$ cat config.mk
export PLATFORM = sky130hd
export DESIGN_NAME = reg_writeback
export DESIGN_NICKNAME = d
export VERILOG_FILES = /design/src/rtl/reg_writeback_pkg.sv /design/src/rtl/reg_writeback_fifo.sv /design/src/rtl/reg_writeback.sv
export SDC_FILE = /design/constraint.sdc
export NUM_CORES = 1
export LEC_CHECK = 0
export BUFFER_PORTS_ARGS = -buffer_cell sky130_fd_sc_hd__buf_4
export CELL_PAD_IN_SITES_DETAIL_PLACEMENT = 1
export CELL_PAD_IN_SITES_GLOBAL_PLACEMENT = 1
export CORE_MARGIN = 3
export CORE_UTILIZATION = 47
export DETAILED_ROUTE_END_ITERATION = 16
export GPL_ROUTABILITY_DRIVEN = 1
export PLACE_DENSITY = 0.78
export SLEW_MARGIN = 10
export SYNTH_ARGS = -nofsm -noshare
export SYNTH_HDL_FRONTEND = slang
export SYNTH_SLANG_ARGS = --single-unit
$ cat constraint.sdc
create_clock -name clk -period 2.8 [get_ports clk]
set_input_delay 0.14 -clock clk [delete_from_list [all_inputs] [get_ports clk]]
set_output_delay 0.14 -clock clk [all_outputs]
set_load 0.005 [all_outputs]
$ cat src/rtl/reg_writeback_pkg.sv
`default_nettype none
// ============================================================================
// Module      : reg_writeback_pkg
// Description : Shared register-file constants, writeback request type and
//               the busy-mask helper used by the writeback block.
// Revision    : 1.0 - initial release
// ============================================================================
package reg_writeback_pkg;

    localparam int c_NUM_REGS = 32;
    localparam int c_ADDR_W   = 5;
    localparam int c_DATA_W   = 32;

    typedef struct packed {
        logic [c_ADDR_W-1:0] addr;
        logic [c_DATA_W-1:0] data;
    } wb_req_t;

    // One-hot register mask; x0 is hard-wired and never reported busy.
    function automatic logic [c_NUM_REGS-1:0] reg_mask(input logic [c_ADDR_W-1:0] addr);
        logic [c_NUM_REGS-1:0] m;
        m       = '0;
        m[addr] = 1'b1;
        m[0]    = 1'b0;
        return m;
    endfunction

endpackage : reg_writeback_pkg
`default_nettype wire

$ cat src/rtl/reg_writeback_fifo.sv
`default_nettype none
// ============================================================================
// Module      : wb_fifo
// Description : Slow-source writeback queue with per-entry valid/address taps
//               for the pending-write mask.
// Revision    : 1.0 - initial release
// ============================================================================
module wb_fifo
    import reg_writeback_pkg::*;
#(
    parameter int DEPTH = 4
) (
    input  logic                      clk,
    input  logic                      rst_n,
    input  logic                      i_push,
    input  logic [c_ADDR_W-1:0]       i_push_addr,
    input  logic [c_DATA_W-1:0]       i_push_data,
    input  logic                      i_pop,
    output logic                      o_full,
    output logic                      o_empty,
    output logic [c_ADDR_W-1:0]       o_head_addr,
    output logic [c_DATA_W-1:0]       o_head_data,
    output logic [DEPTH-1:0]          o_ent_valid,
    output logic [DEPTH*c_ADDR_W-1:0] o_ent_addr
);

    localparam int c_PTR_W = (DEPTH > 1) ? $clog2(DEPTH) : 1;

    wb_req_t              r_mem [DEPTH];
    logic [DEPTH-1:0]     r_vld;
    logic [c_PTR_W-1:0]   r_wr;
    logic [c_PTR_W-1:0]   r_rd;
    logic                 w_push;
    logic                 w_pop;

    assign o_full  = &r_vld;
    assign o_empty = ~|r_vld;
    assign w_push  = i_push & ~o_full;
    assign w_pop   = i_pop & ~o_empty;

    // Power-of-two depth lets the pointers wrap by plain overflow.
    always_ff @(posedge clk or negedge rst_n) begin
        if (!rst_n) begin
            r_vld <= '0;
            r_wr  <= '0;
            r_rd  <= '0;
        end else begin
            if (w_push) begin
                r_vld[r_wr] <= 1'b1;
                r_wr        <= r_wr + c_PTR_W'(1);
            end
            if (w_pop) begin
                r_vld[r_rd] <= 1'b0;
                r_rd        <= r_rd + c_PTR_W'(1);
            end
        end
    end

    always_ff @(posedge clk) begin
        if (w_push) begin
            r_mem[r_wr] <= '{addr: i_push_addr, data: i_push_data};
        end
    end

    assign o_head_addr = r_mem[r_rd].addr;
    assign o_head_data = r_mem[r_rd].data;
    assign o_ent_valid = r_vld;

    generate
        for (genvar gi = 0; gi < DEPTH; gi++) begin : g_ent
            assign o_ent_addr[gi*c_ADDR_W +: c_ADDR_W] = r_mem[gi].addr;
        end
    endgenerate

endmodule : wb_fifo
`default_nettype wire

$ cat src/rtl/reg_writeback.sv
`default_nettype none
// ============================================================================
// Module      : reg_writeback
// Description : Two-source register-file writeback arbiter; fast requests win,
//               slow requests queue. REG_WB_STARVE_GUARD_EN adds a forced drain.
// Revision    : 1.0 - initial release
// ============================================================================
module reg_writeback
    import reg_writeback_pkg::*;
#(
    parameter int FIFO_DEPTH   = 4,
    parameter int STARVE_LIMIT = 8
) (
    input  logic                  clk,
    input  logic                  rst_n,
    input  logic                  fast_valid,
    output logic                  fast_ready,
    input  logic [c_ADDR_W-1:0]   fast_addr,
    input  logic [c_DATA_W-1:0]   fast_data,
    input  logic                  slow_valid,
    output logic                  slow_ready,
    input  logic [c_ADDR_W-1:0]   slow_addr,
    input  logic [c_DATA_W-1:0]   slow_data,
    output logic                  wb_we,
    output logic [c_ADDR_W-1:0]   wb_addr,
    output logic [c_DATA_W-1:0]   wb_data,
    output logic [c_NUM_REGS-1:0] busy
);

    logic                           w_full;
    logic                           w_empty;
    logic [c_ADDR_W-1:0]            w_head_addr;
    logic [c_DATA_W-1:0]            w_head_data;
    logic [FIFO_DEPTH-1:0]          w_ent_valid;
    logic [FIFO_DEPTH*c_ADDR_W-1:0] w_ent_addr;
    logic                           w_fast_acc;
    logic                           w_pop;
    logic                           w_sel_vld;
    wb_req_t                        w_sel;
    logic [c_NUM_REGS-1:0]          w_busy;
    logic                           r_we;
    logic [c_ADDR_W-1:0]            r_addr;
    logic [c_DATA_W-1:0]            r_data;

    wb_fifo #(
        .DEPTH (FIFO_DEPTH)
    ) u_fifo (
        .clk         (clk),
        .rst_n       (rst_n),
        .i_push      (slow_valid),
        .i_push_addr (slow_addr),
        .i_push_data (slow_data),
        .i_pop       (w_pop),
        .o_full      (w_full),
        .o_empty     (w_empty),
        .o_head_addr (w_head_addr),
        .o_head_data (w_head_data),
        .o_ent_valid (w_ent_valid),
        .o_ent_addr  (w_ent_addr)
    );

    assign slow_ready = ~w_full;
    assign w_fast_acc = fast_valid & fast_ready;
    assign w_pop      = ~w_fast_acc & ~w_empty;
    assign w_sel_vld  = w_fast_acc | w_pop;

    always_comb begin
        w_sel = '{addr: w_head_addr, data: w_head_data};
        if (w_fast_acc) begin
            w_sel = '{addr: fast_addr, data: fast_data};
        end
    end

`ifdef REG_WB_STARVE_GUARD_EN
    localparam logic [7:0] c_STARVE_LIM = 8'(STARVE_LIMIT);

    logic [7:0] r_starve_cnt;

    // Reaching the limit blocks the fast port, so the head must pop next.
    always_ff @(posedge clk or negedge rst_n) begin
        if (!rst_n) begin
            r_starve_cnt <= '0;
        end else if (w_empty || w_pop) begin
            r_starve_cnt <= '0;
        end else begin
            r_starve_cnt <= r_starve_cnt + 8'd1;
        end
    end

    assign fast_ready = (r_starve_cnt != c_STARVE_LIM);
`else
    logic w_unused_limit;
    assign w_unused_limit = ^STARVE_LIMIT;
    assign fast_ready     = 1'b1;
`endif

    // Writes to x0 are consumed but leave the visible address/data untouched.
    always_ff @(posedge clk or negedge rst_n) begin
        if (!rst_n) begin
            r_we   <= 1'b0;
            r_addr <= '0;
            r_data <= '0;
        end else begin
            r_we <= w_sel_vld && (w_sel.addr != '0);
            if (w_sel_vld && (w_sel.addr != '0)) begin
                r_addr <= w_sel.addr;
                r_data <= w_sel.data;
            end
        end
    end

    always_comb begin
        w_busy = '0;
        for (int i = 0; i < FIFO_DEPTH; i++) begin
            if (w_ent_valid[i]) begin
                w_busy = w_busy | reg_mask(w_ent_addr[i*c_ADDR_W +: c_ADDR_W]);
            end
        end
        if (r_we) begin
            w_busy = w_busy | reg_mask(r_addr);
        end
    end

    assign wb_we   = r_we;
    assign wb_addr = r_addr;
    assign wb_data = r_data;
    assign busy    = w_busy;

endmodule : reg_writeback
`default_nettype wire
==> impl_metrics.prom <==
# TYPE chip_impl_metric gauge
chip_impl_metric{name="avgViaCountPerCell",unit=""} 5.935
chip_impl_metric{name="die_y",unit="um"} 145.8
chip_impl_metric{name="post-route-min-period",unit="ns"} 2.424
chip_impl_metric{name="placed_area",unit="um2"} 10650
chip_impl_metric{name="place_inst",unit=""} 1008
chip_impl_metric{name="floorplan.initialDensity",unit="%"} 48.49
chip_impl_info{name="clockRootBuffer",value="sky130_fd_sc_hd__clkbuf_16"} 1
chip_impl_metric{name="timing.clock.skew",unit="ns"} 0.01000
chip_impl_metric{name="multiInputGateArea",unit="um2"} 3369
chip_impl_metric{name="tritoncts_num_sinks",unit=""} 194
chip_impl_info{name="main_combinational_cell_family_by_area_after_synthesis",value="multiplexers"} 1
chip_impl_metric{name="synth_xor_xnor_area_share",unit="%"} 0.1906
chip_impl_info{name="critical_path.reg2reg.endpoint",value="wb_data[3]"} 1
chip_impl_metric{name="remaining_drc_errors",unit=""} 0
chip_impl_metric{name="antenna-diode-count",unit=""} 0
chip_impl_info{name="critPathLaunch",value="u_fifo.r_rd[0]"} 1
chip_impl_metric{name="total_non_filler_cell_area_in_the_finished_layout",unit="um2"} 11640
chip_impl_metric{name="tns",unit="ns"} 0
chip_impl_metric{name="grt_pass1_wl",unit="um"} 43850
chip_impl_metric{name="tightest_slew",unit="ns"} 0.7048
chip_impl_metric{name="async_flop_share",unit="%"} 23.71
chip_impl_info{name="unrepaired_setup_endpoints_after_global_routing",value="false"} 1
chip_impl_metric{name="gp_congestion",unit=""} 0.9553
chip_impl_info{name="run_status",value="finished, final reports clean"} 1
chip_impl_metric{name="cp_data_required_time",unit="ns"} 3.11
chip_impl_metric{name="power.static_leakage",unit="nW"} 4.438
chip_impl_metric{name="grt_antenna_before_repair",unit=""} 0
chip_impl_info{name="critical_path.reg2reg.startpoint",value="u_fifo.r_rd[0]"} 1
chip_impl_metric{name="synth-adder-area-share",unit="%"} 1.089
chip_impl_metric{name="power.density",unit="nW/um2"} 952.6
chip_impl_metric{name="cts_buffers",unit=""} 17
chip_impl_metric{name="global_route.overflow_total",unit=""} 0
chip_impl_metric{name="ir_worst_vdd",unit="V"} 0.0005604
chip_impl_metric{name="area_delta_synth_final",unit="%"} 26.61
chip_impl_info{name="cp_slowest_cell",value="sky130_fd_sc_hd__dfrtp_2"} 1
chip_impl_metric{name="maximum_clock_path_buffer_count",unit=""} 2
chip_impl_metric{name="synth_fp_nets",unit=""} 705
chip_impl_metric{name="postRouteAntennaNets",unit=""} 0
chip_impl_info{name="worst_setup_path_end_kind",value="register"} 1
chip_impl_metric{name="simple_gate_share_of_the_synthesized_area",unit="%"} 10.03
chip_impl_metric{name="num-fill-cells",unit=""} 1791
chip_impl_metric{name="wire_per_inst",unit="um"} 26.22
chip_impl_metric{name="syn-cell-area",unit="um2"} 9191
chip_impl_metric{name="floorplan.io_pins",unit=""} 150
chip_impl_metric{name="first_global_vias",unit=""} 7197
chip_impl_metric{name="clk-insertion-delay-late",unit="ns"} 0.44
chip_impl_metric{name="grt_use_total",unit="%"} 27.12
chip_impl_metric{name="routed-via-count",unit=""} 6398
chip_impl_info{name="setup_crit_path_kind",value="register to register"} 1
chip_impl_metric{name="maxSlewHeadroom",unit="%"} 53.01
chip_impl_metric{name="port_buffers",unit=""} 147
chip_impl_metric{name="clock.fmax",unit="MHz"} 412.5
chip_impl_info{name="routed.top_layer",value="met4"} 1
chip_impl_metric{name="maximum_number_of_pins_on_one_net_before_global_route_repair",unit=""} 47
chip_impl_metric{name="timing_max_transition_violations_final",unit=""} 0
chip_impl_metric{name="rrSetupSlack",unit="ns"} 0.38
chip_impl_metric{name="proportion_of_synthesized_chip_area_in_sequential_cells",unit="%"} 60.88
chip_impl_metric{name="die_area",unit="um2"} 21270
chip_impl_info{name="dominantRegCellSynth",value="sky130_fd_sc_hd__edfxtp_1"} 1
chip_impl_metric{name="drt_first_pass_iters",unit=""} 5
chip_impl_info{name="worstSetupStartpointType",value="register"} 1
chip_impl_metric{name="die_width",unit="um"} 145.8
chip_impl_metric{name="std_cell_rows",unit=""} 50
chip_impl_metric{name="hpwlAfterDp",unit="um"} 19610
chip_impl_metric{name="ys.warnings.count",unit=""} 0
chip_impl_metric{name="critical_path_arrival",unit="ns"} 2.74
chip_impl_metric{name="detailroute.wirelength.met2",unit="um"} 14560
chip_impl_metric{name="cts.clk_slew.worst_paths",unit="ns"} 0.07
chip_impl_metric{name="fin_cells",unit=""} 1078
chip_impl_metric{name="synth.avg_cell_area",unit="um2"} 14.85
chip_impl_metric{name="postSynthCellCount",unit=""} 619
chip_impl_metric{name="final_net_count",unit=""} 891
chip_impl_metric{name="drv.max_cap_violation_count",unit=""} 0
chip_impl_info{name="endpoint",value="wb_data[3]"} 1
chip_impl_metric{name="met3WireLength",unit="um"} 2104
chip_impl_metric{name="fin_hold_ws",unit="ns"} 0.06609
chip_impl_metric{name="muxShareOfSynthArea",unit="%"} 17.98
chip_impl_metric{name="number_of_unique_standard_cell_types_used_by_synthesis",unit=""} 43
chip_impl_metric{name="route.final.wire_length",unit="um"} 28270
chip_impl_metric{name="dr.first_iter.drc_count",unit=""} 476
chip_impl_metric{name="worst_r2r_path_depth",unit=""} 6
chip_impl_metric{name="final-hold-violation-count",unit=""} 0
chip_impl_metric{name="floorplan.core_area",unit="um2"} 18960
chip_impl_metric{name="final-seq-area",unit="um2"} 5598
chip_impl_metric{name="fraction_of_the_mapped_netlist_area_in_compound_gates",unit="%"} 7.228
chip_impl_metric{name="max_stage_delay",unit="ns"} 0.58
chip_impl_metric{name="timing.critical_path.fanout_max",unit=""} 13
chip_impl_metric{name="htreeDepth",unit=""} 4
chip_impl_metric{name="finalSetupViolCount",unit=""} 0
chip_impl_metric{name="timing.final.crit_share",unit="%"} 86.57
chip_impl_info{name="cts_tree",value="yes"} 1
chip_impl_info{name="worst_hold_path_type",value="primary input to register"} 1
chip_impl_info{name="crit_path_cell_trace",value="mux2i_1 -> a21oi_1 -> a2111oi_2 -> a31oi_4 -> buf_4 -> mux2_4"} 1
chip_impl_metric{name="postLayoutCoreUtil",unit="%"} 61.39
chip_impl_metric{name="m1WireLength",unit="um"} 11050
chip_impl_metric{name="synth_edf_count",unit=""} 148
chip_impl_metric{name="ys_seq_elements",unit=""} 194
chip_impl_metric{name="post_route_cells_drive_above_1_share",unit="%"} 38.63
synthesized netlist by cell type, types with 3 or more instances:
cell type / count / area share, %
sky130_fd_sc_hd__nand2_1: 25 / 1.0
sky130_fd_sc_hd__nor3b_1: 16 / 1.3
sky130_fd_sc_hd__and3_1: 10 / 0.68
sky130_fd_sc_hd__o21ai_0: 6 / 0.33
sky130_fd_sc_hd__a22oi_1: 30 / 2.5
sky130_fd_sc_hd__buf_1: 3 / 0.12
sky130_fd_sc_hd__or3b_2: 4 / 0.38
sky130_fd_sc_hd__buf_4: 3 / 0.25
sky130_fd_sc_hd__mux2_4: 25 / 4.1
sky130_fd_sc_hd__edfxtp_1: 148 / 48
sky130_fd_sc_hd__a211oi_1: 3 / 0.25
sky130_fd_sc_hd__nand3b_1: 16 / 1.3
sky130_fd_sc_hd__mux2_2: 40 / 4.9
sky130_fd_sc_hd__nand3_1: 34 / 1.9
sky130_fd_sc_hd__buf_6: 5 / 0.61
sky130_fd_sc_hd__mux2i_1: 7 / 0.76
sky130_fd_sc_hd__and3b_1: 4 / 0.38
sky130_fd_sc_hd__nor3_1: 8 / 0.44
sky130_fd_sc_hd__buf_2: 5 / 0.27
sky130_fd_sc_hd__nor2_1: 39 / 1.6
sky130_fd_sc_hd__nor2b_1: 6 / 0.41
sky130_fd_sc_hd__clkbuf_1: 21 / 0.86
sky130_fd_sc_hd__or2_2: 4 / 0.27
sky130_fd_sc_hd__inv_1: 10 / 0.41
sky130_fd_sc_hd__o22ai_1: 17 / 1.2
sky130_fd_sc_hd__a21oi_1: 12 / 0.65
sky130_fd_sc_hd__mux4_2: 33 / 8.1
sky130_fd_sc_hd__dfrtp_1: 46 / 13
sky130_fd_sc_hd__o221ai_1: 16 / 1.5
sky130_fd_sc_hd__ha_1: 8 / 1.1
cell families after synthesis:
group                    Yosys count
AO/OA/AOI/OAI                     89
XOR/XNOR                           2
adder cells (fa/ha/maj)            8
buffers and inverters             47
flip-flops                       194
multiplexers                     106
other                              2
AND/OR/NAND/NOR                  171
final cells by class:
cell class | count | area share (%)
inverter | 10 | 0.3225
sequential | 194 | 48.10
tap | 260 | 2.795
timing repair buffer | 204 | 14.62
clock buffer | 18 | 3.774
multi-input combinational | 378 | 28.95
clock inverter | 14 | 1.430
sequential cells by signal (all words and copies together) (netlist names):
signal              count
u_fifo.o_ent_valid      4
wb_addr                 5
wb_we                   1
u_fifo.r_rd             2
u_fifo.r_wr             2
wb_data                32
u_fifo.r_mem          148
layer usage:
metal | vias to the layer above | track usage, %
li1 | 2794 | -
met1 | 3272 | 33.41
met2 | 284 | 46.78
met3 | 48 | 7.848
met4 | 0 | 7.787
met5 | - | 0
through the flow:
| step | setup WS, ns | power (W) |
|---|---|---|
| 2_1_floorplan | 0.5879 | 0.006790 |
| 3_3_place_gp | 0.5249 | 0.008363 |
| 3_5_place_dp | 0.4222 | 0.008599 |
| 4_1_cts | 0.4208 | 0.01111 |
| 5_1_grt | 0.2831 | 0.01163 |
| 6_report | 0.3760 | 0.01109 |
worst min-delay path by stage:
| stage | startpoint | end | slack (ns) | cells past startpoint |
|---|---|---|---|---|
| 3_3_place_gp | rst_n | wb_data[16] | 0.21 | 1 |
| 5_1_grt | fast_data[21] | wb_data[21] | 0.06 | 3 |
| 2_1_floorplan | rst_n | u_fifo.o_ent_valid[0] | -0.16 | 0 |
| 4_1_cts | fast_data[10] | wb_data[10] | 0.05 | 3 |
| 3_5_place_dp | rst_n | wb_data[16] | 0.22 | 1 |
| 6_report | fast_data[9] | wb_data[9] | 0.07 | 3 |
what timing repair did:
action | in CTS | in global routing
endpoints found under the hold margin | 194 | 0
gates resized for setup | 0 | 0
setup buffers | 0 | 0
hold buffers | 38 | 0
power by group:
group	internal (W)	leakage [nW]	total, W	switching, W
Sequential	0.00391	1.89	0.00448	0.000569
Combinational	0.00208	2.25	0.00415	0.00207
Clock	0.00130	0.294	0.00246	0.00116
cell usage in the layout (no fill, tap or decap), types with 10 or more instances in the layout:
cell / instances
sky130_fd_sc_hd__a22oi_1: 30
sky130_fd_sc_hd__clkbuf_16: 17
sky130_fd_sc_hd__nand3b_1: 16
sky130_fd_sc_hd__inv_1: 10
sky130_fd_sc_hd__mux2_2: 40
sky130_fd_sc_hd__nor3b_1: 16
sky130_fd_sc_hd__a21oi_1: 12
sky130_fd_sc_hd__mux2_4: 25
sky130_fd_sc_hd__mux4_2: 33
sky130_fd_sc_hd__nand3_1: 34
sky130_fd_sc_hd__dfrtp_1: 44
sky130_fd_sc_hd__o22ai_1: 17
sky130_fd_sc_hd__buf_4: 160
sky130_fd_sc_hd__nor2_1: 39
sky130_fd_sc_hd__nand2_1: 25
sky130_fd_sc_hd__o221ai_1: 16
sky130_fd_sc_hd__edfxtp_1: 148
sky130_fd_sc_hd__dlygate4sd3_1: 38
worst max-delay path: cells and delay by family (launching register included):
| family | cells | cell delay, ns |
|---|---|---|
| AO/OA/AOI/OAI | 3 | 0.91 |
| flip-flops | 1 | 0.58 |
| multiplexers | 2 | 0.57 |
| buffers and inverters | 1 | 0.24 |
No activity file was read; power rests on OpenSTA's default activity.
